### src/rtl/lc3_decode_pkg.sv
// rtl/lc3_decode_pkg.sv - LC-3 decode stage shared types and encodings
package lc3_decode_pkg;

  localparam int LC3_W = 16;

  typedef enum logic [3:0] {
    OP_BR   = 4'h0,
    OP_ADD  = 4'h1,
    OP_LD   = 4'h2,
    OP_ST   = 4'h3,
    OP_JSR  = 4'h4,
    OP_AND  = 4'h5,
    OP_LDR  = 4'h6,
    OP_STR  = 4'h7,
    OP_RTI  = 4'h8,
    OP_NOT  = 4'h9,
    OP_LDI  = 4'hA,
    OP_STI  = 4'hB,
    OP_JMP  = 4'hC,
    OP_RES  = 4'hD,
    OP_LEA  = 4'hE,
    OP_TRAP = 4'hF
  } opcode_e;

  typedef logic [1:0] w_ctrl_t;
  typedef logic [5:0] e_ctrl_t;

  localparam logic [1:0] ALU_ADD = 2'b00;
  localparam logic [1:0] ALU_AND = 2'b01;
  localparam logic [1:0] ALU_NOT = 2'b10;

  localparam logic [1:0] PC1_NONE = 2'b00;
  localparam logic [1:0] PC1_OFF9 = 2'b01;
  localparam logic [1:0] PC1_OFF6 = 2'b10;
  localparam logic [1:0] PC1_BASE = 2'b11;

  localparam w_ctrl_t W_ALU = 2'b00;
  localparam w_ctrl_t W_LEA = 2'b01;
  localparam w_ctrl_t W_MEM = 2'b10;

  typedef struct packed {
    w_ctrl_t          w;
    logic             mem;
    e_ctrl_t          e;
    logic [LC3_W-1:0] ir;
    logic [LC3_W-1:0] npc;
    logic             illegal;
  } dec_bundle_t;

endpackage

### src/rtl/lc3_decode_lut.sv
// rtl/lc3_decode_lut.sv - combinational LC-3 opcode to control-field decode
module lc3_decode_lut
  import lc3_decode_pkg::*;
(
  input  logic [3:0] i_opcode,
  input  logic       i_imm,
  output logic [1:0] o_w,
  output logic       o_mem,
  output logic [5:0] o_e,
  output logic       o_illegal
);

  logic [1:0] w_alu;
  logic [1:0] w_pc1;
  logic       w_pc2;
  logic       w_op2;

  always_comb begin
    w_alu     = ALU_ADD;
    w_pc1     = PC1_NONE;
    w_pc2     = 1'b0;
    w_op2     = 1'b0;
    o_w       = W_ALU;
    o_mem     = 1'b0;
    o_illegal = 1'b0;
    case (opcode_e'(i_opcode))
      OP_ADD: begin w_alu = ALU_ADD; w_op2 = ~i_imm; end
      OP_AND: begin w_alu = ALU_AND; w_op2 = ~i_imm; end
      OP_NOT: w_alu = ALU_NOT;
      OP_BR:  begin w_pc1 = PC1_OFF9; w_pc2 = 1'b1; end
      OP_JMP: w_pc1 = PC1_BASE;
      OP_LD:  begin w_pc1 = PC1_OFF9; w_pc2 = 1'b1; o_w = W_MEM; end
      OP_LDI: begin w_pc1 = PC1_OFF9; w_pc2 = 1'b1; o_w = W_MEM; o_mem = 1'b1; end
      OP_ST:  begin w_pc1 = PC1_OFF9; w_pc2 = 1'b1; end
      OP_STI: begin w_pc1 = PC1_OFF9; w_pc2 = 1'b1; o_mem = 1'b1; end
      OP_LEA: begin w_pc1 = PC1_OFF9; w_pc2 = 1'b1; o_w = W_LEA; end
      OP_LDR: begin w_pc1 = PC1_OFF6; o_w = W_MEM; end
      OP_STR: w_pc1 = PC1_OFF6;
      OP_JSR, OP_RTI, OP_RES, OP_TRAP: o_illegal = 1'b1;
      default: ;
    endcase
  end

  assign o_e = {w_alu, w_pc1, w_pc2, w_op2};

endmodule

### src/rtl/decode_stage_q.sv
// rtl/decode_stage_q.sv - LC-3 decode stage with in-order output queue
module decode_stage_q
  import lc3_decode_pkg::*;
#(
  parameter int DATA_W       = 16,
  parameter int DEPTH        = 2,
  parameter int FLAG_ILLEGAL = 1
) (
  input  logic                   clock,
  input  logic                   reset,
  input  logic                   in_valid,
  output logic                   in_ready,
  input  logic [DATA_W-1:0]      instr_dout,
  input  logic [DATA_W-1:0]      npc_in,
  input  logic                   flush,
  output logic                   out_valid,
  input  logic                   out_ready,
  output logic [1:0]             W_control_o,
  output logic                   Mem_control_o,
  output logic [5:0]             E_control_o,
  output logic [DATA_W-1:0]      IR_o,
  output logic [DATA_W-1:0]      npc_o,
  output logic                   out_illegal,
  output logic [$clog2(DEPTH):0] count_o
);

  localparam int PTR_W = $clog2(DEPTH);
  localparam int CNT_W = PTR_W + 1;

  dec_bundle_t      r_mem [DEPTH];
  dec_bundle_t      r_last;
  logic [PTR_W-1:0] r_wr_ptr;
  logic [PTR_W-1:0] r_rd_ptr;
  logic [CNT_W-1:0] r_count;

  logic [1:0]  w_dec_w;
  logic        w_dec_mem;
  logic [5:0]  w_dec_e;
  logic        w_dec_illegal;
  dec_bundle_t w_entry;
  dec_bundle_t w_head;
  logic        w_push;
  logic        w_pop;

  lc3_decode_lut u_lut (
    .i_opcode  (instr_dout[15:12]),
    .i_imm     (instr_dout[5]),
    .o_w       (w_dec_w),
    .o_mem     (w_dec_mem),
    .o_e       (w_dec_e),
    .o_illegal (w_dec_illegal)
  );

  always_comb begin
    w_entry         = '0;
    w_entry.w       = w_dec_w;
    w_entry.mem     = w_dec_mem;
    w_entry.e       = w_dec_e;
    w_entry.ir      = LC3_W'(instr_dout);
    w_entry.npc     = LC3_W'(npc_in);
    w_entry.illegal = w_dec_illegal;
  end

  assign in_ready  = (r_count < CNT_W'(DEPTH));
  assign out_valid = (r_count != '0);
  assign w_push    = in_valid & in_ready;
  assign w_pop     = out_valid & out_ready;

  // r_last keeps the most recently shown head so an empty queue holds its outputs
  assign w_head = out_valid ? r_mem[r_rd_ptr] : r_last;

  always_ff @(posedge clock or negedge reset) begin
    if (!reset) begin
      for (int i = 0; i < DEPTH; i++) r_mem[i] <= '0;
      r_last   <= '0;
      r_wr_ptr <= '0;
      r_rd_ptr <= '0;
      r_count  <= '0;
    end else if (flush) begin
      if (out_valid) r_last <= r_mem[r_rd_ptr];
      r_wr_ptr <= '0;
      r_rd_ptr <= '0;
      r_count  <= '0;
    end else begin
      if (w_push) begin
        r_mem[r_wr_ptr] <= w_entry;
        r_wr_ptr        <= r_wr_ptr + PTR_W'(1);
      end
      if (w_pop) begin
        r_last   <= r_mem[r_rd_ptr];
        r_rd_ptr <= r_rd_ptr + PTR_W'(1);
      end
      case ({w_push, w_pop})
        2'b10:   r_count <= r_count + CNT_W'(1);
        2'b01:   r_count <= r_count - CNT_W'(1);
        default: r_count <= r_count;
      endcase
    end
  end

  assign W_control_o   = w_head.w;
  assign Mem_control_o = w_head.mem;
  assign E_control_o   = w_head.e;
  assign IR_o          = DATA_W'(w_head.ir);
  assign npc_o         = DATA_W'(w_head.npc);
  assign out_illegal   = (FLAG_ILLEGAL != 0) ? w_head.illegal : 1'b0;
  assign count_o       = r_count;

endmodule

### config.mk
export PLATFORM = sky130hd
export DESIGN_NAME = decode_stage_q
export DESIGN_NICKNAME = d
export VERILOG_FILES = /design/src/rtl/lc3_decode_pkg.sv /design/src/rtl/lc3_decode_lut.sv /design/src/rtl/decode_stage_q.sv
export SDC_FILE = /design/constraint.sdc
export NUM_CORES = 1
export LEC_CHECK = 0
export CORE_ASPECT_RATIO = 1.2
export CORE_MARGIN = 4
export CORE_UTILIZATION = 42
export DETAILED_ROUTE_END_ITERATION = 10
export GPL_TIMING_DRIVEN = 0
export PLACE_DENSITY = 0.62
export SLEW_MARGIN = 0
export SYNTH_ARGS = -nofsm -noshare
export SYNTH_HDL_FRONTEND = slang
export SYNTH_SLANG_ARGS = --single-unit
### constraint.sdc
create_clock -name clock -period 2.1 [get_ports clock]
set_input_delay 0.315 -clock clock [delete_from_list [all_inputs] [get_ports clock]]
set_output_delay 0.315 -clock clock [all_outputs]
set_load 0.05 [all_outputs]
==> impl_results.md <==
* Status: finished, violations left
* Failing checks: negative setup slack
* # setup viols final at 37
* Placed cells at 914
* P&R area growth vs syn at 48.7%
* Nets at 808
* Hold Path Depth at 2
* VDD IR max at 0.619 mV
* DR iter-0 viols at 280
* GRT Residual Overflow at 0
* Pwr dens at approximately 1200 nW/um^2
* DIE HEIGHT at 138 um
* Ant. Diodes at 0
* Worst Path Required at 1.78 ns
* Max Slew Vio Count at 0
* Remaining antenna violation count at 0
* Hold path start: flush
* Hold EP: count_o[0]
* Total number of vias at 5085
* Place WS at -0.672 ns
* Slew Limit Headroom at 0.545
* Reg2reg path depth at 5
* Routed len/inst at 17.4 um
* Top-area cell type share of the netlist area at 0.553
* Die ar. at 16000 sq um
* # DRC at 0
* Drt pass-1 iters at 5
* FF+latch count, synth at 130
* Area contributors post-synth: dfrtp_1, nand2_1, mux2i_1
* Synthesis Warnings at 0
* RSZ-0062 raised after global routing: true
* Std-Cell Rows at between 40 and 50
* IO buf count at 80
* CP endpoint kind: output pin
* Bufs on Longest Clock Path at 2
* Mapped cell area at 5890 sq um
* Tightest Pin Transition at 0.681 ns
* Initial antenna violation count at 0
* RR Startpoint: count_o[1]
* Syn nets at between 600 and 700
* Final core occ at 0.636
* Hold WS at 0.0848 ns
* CP Launch Point: count_o[0]
* Dominant register cell in the synthesized netlist: dfrtp_1
* Worst EP arrival at 1.83 ns
* Leading area contributor after synthesis: dfrtp_1
* Clock Tree Root: clkbuf_16
* Die width at roughly 120 um
* Final Hold Vio Count at 0
* Vias per inst at between 5 and 6
* Final wirelength at 16600 um
* First-pass GRT wire length at 26600 um
* Sink Count at 130
* Area of the core at 13800 sq um
* Top-count cell post-synth: nand2_1
* CP Launch Type: register
* Critical path class: reg -> out
* IO Count at 83
* Max_cap viols at 0
* Post-synth ARST share at 1.00
* Num CTS Buffers at 17
* P_leak at 3.93 nW
* Post-layout min period at between 2 and 2.5 ns
* Vias in the first global route at 5235
* RD Place Congestion at 0.777
* Post-synth EDFFs at 0
* Period utilisation layout at 1.02
* Clock transition at path regs at 0.06 ns
* Initial core utilization at 0.428
* PnR worst setup slack at -0.0463 ns
* Reg2reg setup slack at 0.17 ns
* Share of cells above drive strength 1 at 0.313
* CP max FO at 7
* Largest net degree at the start of global routing at 77
* CTS tree: yes
* Mapped Cells at 662
* Dpl hpwl at 10700 um
* Class of the worst hold path: in -> reg
* Syn avg cell area at 8.89 sq um
* R2R Path End: r_last[19]
* Synth cell types at 31
* Gr usage total at 0.216
* Clock skew at 0.00702 ns
* Non-Filler Instances at 955
* H-tree lvl count at 4
* Worst skew pair latency at 0.41 ns
* Max Clk Rate at approximately 470 MHz
* Commonest cells in the netlist: nand2_1, dfrtp_1, o21ai_0
* Register area share after synthesis at 0.553
[where the power goes]
group / internal, mW / switching (mW) / total [mW]
logic: 1.50 / 2.30 / 3.81
clock network: 2.29 / 1.13 / 3.42
registers: 3.14 / 0.469 / 3.61
total: 6.93 / 3.90 / 10.8
[placed cells by master, fill, tap and decap left out, types with 2 or more instances in the layout]
cell type	n
a21oi_4	42
a21oi_1	3
nor3b_1	2
nand2_1	252
mux2i_1	3
clkinv_4	3
clkbuf_1	15
buf_16	6
xor2_1	2
clkbuf_8	2
buf_4	10
a2bb2oi_1	2
mux2i_2	37
buf_6	48
clkdlybuf4s50_1	34
clkbuf_4	4
nor2_2	19
buf_12	4
nor2_4	12
clkinv_2	2
clkbuf_16	20
clkinvlp_4	2
bufinv_16	6
a31oi_1	2
o21ai_2	9
nor2_1	17
nand2b_1	2
inv_1	2
nor2b_1	6
dfrtp_2	2
buf_2	11
o21ai_0	56
mux2i_4	2
dfrtp_1	128
[area by class of cell]
class,instances,area [sq um]
clock buffer,19,453
fill,1130,5010
tap,171,214
sequential,130,3260
inverter,2,7.51
multi-input combinational,481,3130
timing repair buffer,92,1050
clock inverter,13,231
buffer,47,417
[critical path: stages (launching register included)]
cell and delay (ns):
dfrtp_2 0.45, or2_4 0.31, clkbuf_16 0.19, buf_16 0.15, a21oi_4 0.14, buf_6 0.17
[flip-flops by register name (all words and copies together) (netlist names)]
name,cells
r_wr_ptr,1
r_last,42
r_mem,84
count_o,2
r_rd_ptr,1
[cell families after synthesis]
family | Yosys count | synth area share
and+or+nand+nor | 319 | 0.216
DFF | 130 | 0.553
AOI/OAI and AO/OA | 116 | 0.106
buffers and inverters | 51 | 0.0478
muxes | 43 | 0.0733
xor gates and xnor gates | 3 | 0.00446
[what timing repair did]
| item | 4_1_cts | 5_1_grt |
|---|---|---|
| setup endpoints to repair | 44 | 43 |
| endpoints found under the hold margin | 54 | 0 |
| cloned | 3 | 3 |
| hold buffers | 1 | 0 |
| resized for setup | 357 | 58 |
| setup buffers | 3 | 2 |
| pin swaps | 1 | 3 |
[stage by stage]
step	area [sq um]	total power, mW	setup TNS, ns
after global placement	7430	6.79	-594.15
after global routing	8750	11.3	-3.23
final	8750	10.8	-1.04
after detailed placement	7460	6.90	-26.18
after CTS	8460	10.6	-4.32
after floorplan	6410	5.88	-0.0103
[metal layers]
| metal | global-route usage | vias up | routed length, um |
|---|---|---|---|
| li1 | - | 2374 | - |
| met1 | 0.282 | 2570 | 7060 |
| met2 | 0.363 | 120 | 8580 |
| met3 | 0.0475 | 21 | 750 |
| met4 | 0.0632 | 0 | 204 |
| met5 | 0 | - | 0 |
[worst max-delay path by stage]
| stage | slack [ns] | end | cells after the start |
|---|---|---|---|
| 6_report | -0.05 | IR_o[12] | 5 |
| 5_1_grt | -0.10 | IR_o[6] | 5 |
| 4_1_cts | -0.15 | npc_o[9] | 7 |
| 3_5_place_dp | -0.67 | E_control_o[1] | 7 |
| 3_3_place_gp | -4.86 | count_o[1] | 1 |
| 2_1_floorplan | -0.01 | W_control_o[0] | 6 |
(Power assumes the default switching activity.)
==> edit: new RTL, same flow settings <==
The parameter `DEPTH` goes from 2 to 4.
--- a/src/rtl/decode_stage_q.sv
+++ b/src/rtl/decode_stage_q.sv
@@ -4,5 +4,5 @@
 #(
   parameter int DATA_W       = 16,
-  parameter int DEPTH        = 2,
+  parameter int DEPTH        = 4,
   parameter int FLAG_ILLEGAL = 1
 ) (
Interface: changed (resized count_o); port bits go from 83 to 84. No check against the original RTL was run, so the function may have changed too.
==> edit against the original RTL <==
The run still ends with negative setup slack left. Global-route usage down 3.9 points. Critical path depth increased by 1. Synthesized area grew 71%. Power up 80%. Routed wire length rose by 43%. Sequential cell count grew 87. Count of clock-buffer cells in the layout up 20. Sequential power increased by 79%. Utilization is 8.4 points lower. Worst setup slack worse by 0.39 ns. Cell area rose by 48%. Combinational power up 130%.
==> edit: results (changes against the original RTL) <==
status finished with violations; failing checks negative setup slack; post-DP HPWL 15000 µm (+40%); multi-input gate share of total cell area 34.39% (-1.4 points); average instance area after synthesis 14.95 µm² (+68%); clock power share 22.8% (-8.8 points); post-route insts no fill 1142 (+20%); PortBufs 81 (+1.3%); Top Family by Delay on Critical Path multiplexers; post-route setup TNS -16.71 ns (-15.67 ns); NumNets Final 851 (+5.3%); mux contribution to synthesized area 34.18% (+27 points); footprint of the multi-input gates 0.004448 mm² (+42%); routed wire length on met3 855 µm (+14%); Data buffer area share 13.90% (-2.8 points); met1 Use GR 22.42% (-5.8 points); routed len/inst 20.79 µm (+20%); Worst Path Max Fanout 6 (-1); Pwr Density 1510 mW/mm² (+22%); routed metal-1 wire length 9976 µm (+41%); placed cell area 0.01137 mm² (+52%); Slowest-stage cell, CP mux4_2; layout cells sized above 1 49.15% (+18 points); CP max stage delay 0.51 ns (+0.06 ns); met2 GRT Util 31.75% (-4.6 points); post-synthesis sequential area ratio 53.83% (-1.4 points); num sequential 217 (+67%); first-pass GRT wire length 36980 µm (+39%); Synth Area in Adders 0.6945% (+0.69 points); worst skew pair latency 0.51 ns (+0.10 ns); Filler cells 1879 (+66%); NetSw 6.497 mW (+67%); clock buffers 39 (+20); Final Skew 0.01293 ns (+0.005912 ns); uppermost layer routed met5; final setup fails 70 (+89%); CTS buffer count 24 (+7); max reg flops 168 (+100%); power share of the sequential group 33.1% (-0.2 points); WL met2 12510 µm (+46%); multi-input gates 407 (-15%); ANT cells 1 (+1); Place WS -0.7936 ns (-0.1213 ns); Vias/cell 5.319 (-0.11%); commonest cells in the netlist dfrtp_1, mux2_2, nand2_1; Netlist cell types 32 (+3.2%); H-Tree Depth 1 (-3); VDD IR max 0.001071 V (+73%); post-synthesis xor/xnor area fraction 0.5209% (+0.075 points); inverters 4 (+2); compound-gate portion of the synthesized area 3.125% (-7.5 points); vias in the first global route 6653 (+27%); sequential share of cell area 42.01% (+4.8 points); clk buf depth 3 (+1); final worst slack -0.4342 ns (-0.3879 ns); initial antenna violation count 1 (+1); starting DRC count in detailed routing 294 (+5.0%); slew margin rel. 49.75% (-4.7 points); total global-route track usage 17.76% (-3.9 points)
edit: final timing paths:
path	endpoint	slack, ns	depth (start not counted)
setup reg to reg	count_o[2]	-0.07	10
hold reg to reg	r_mem[123]	0.48	2
setup / recovery	npc_o[1]	-0.43	6
hold / removal	count_o[1]	0.13	2
min in group asynchronous	count_o[1]	0.39	2
max in group asynchronous	r_mem[64]	0.67	3
edit: timing repair:
action / in CTS / in global routing
pin swaps: 4 / 6
endpoints found under the setup margin: 48 / 85
cloned: 1 / 5
hold buffers: 1 / 0
setup buffers: 14 / 9
resized for setup: 378 / 30
endpoints found under the hold margin: 92 / 0
edit: worst reg2reg max path, cell delays in order (launching register included):
cell	delay, ns
dfrtp_2	0.41
or3_4	0.43
clkbuf_16	0.19
buf_8	0.12
nand2_4	0.07
nor2_4	0.05
fa_2	0.35
nand2b_4	0.16
nor4_4	0.13
a21oi_1	0.06
a21oi_1	0.13
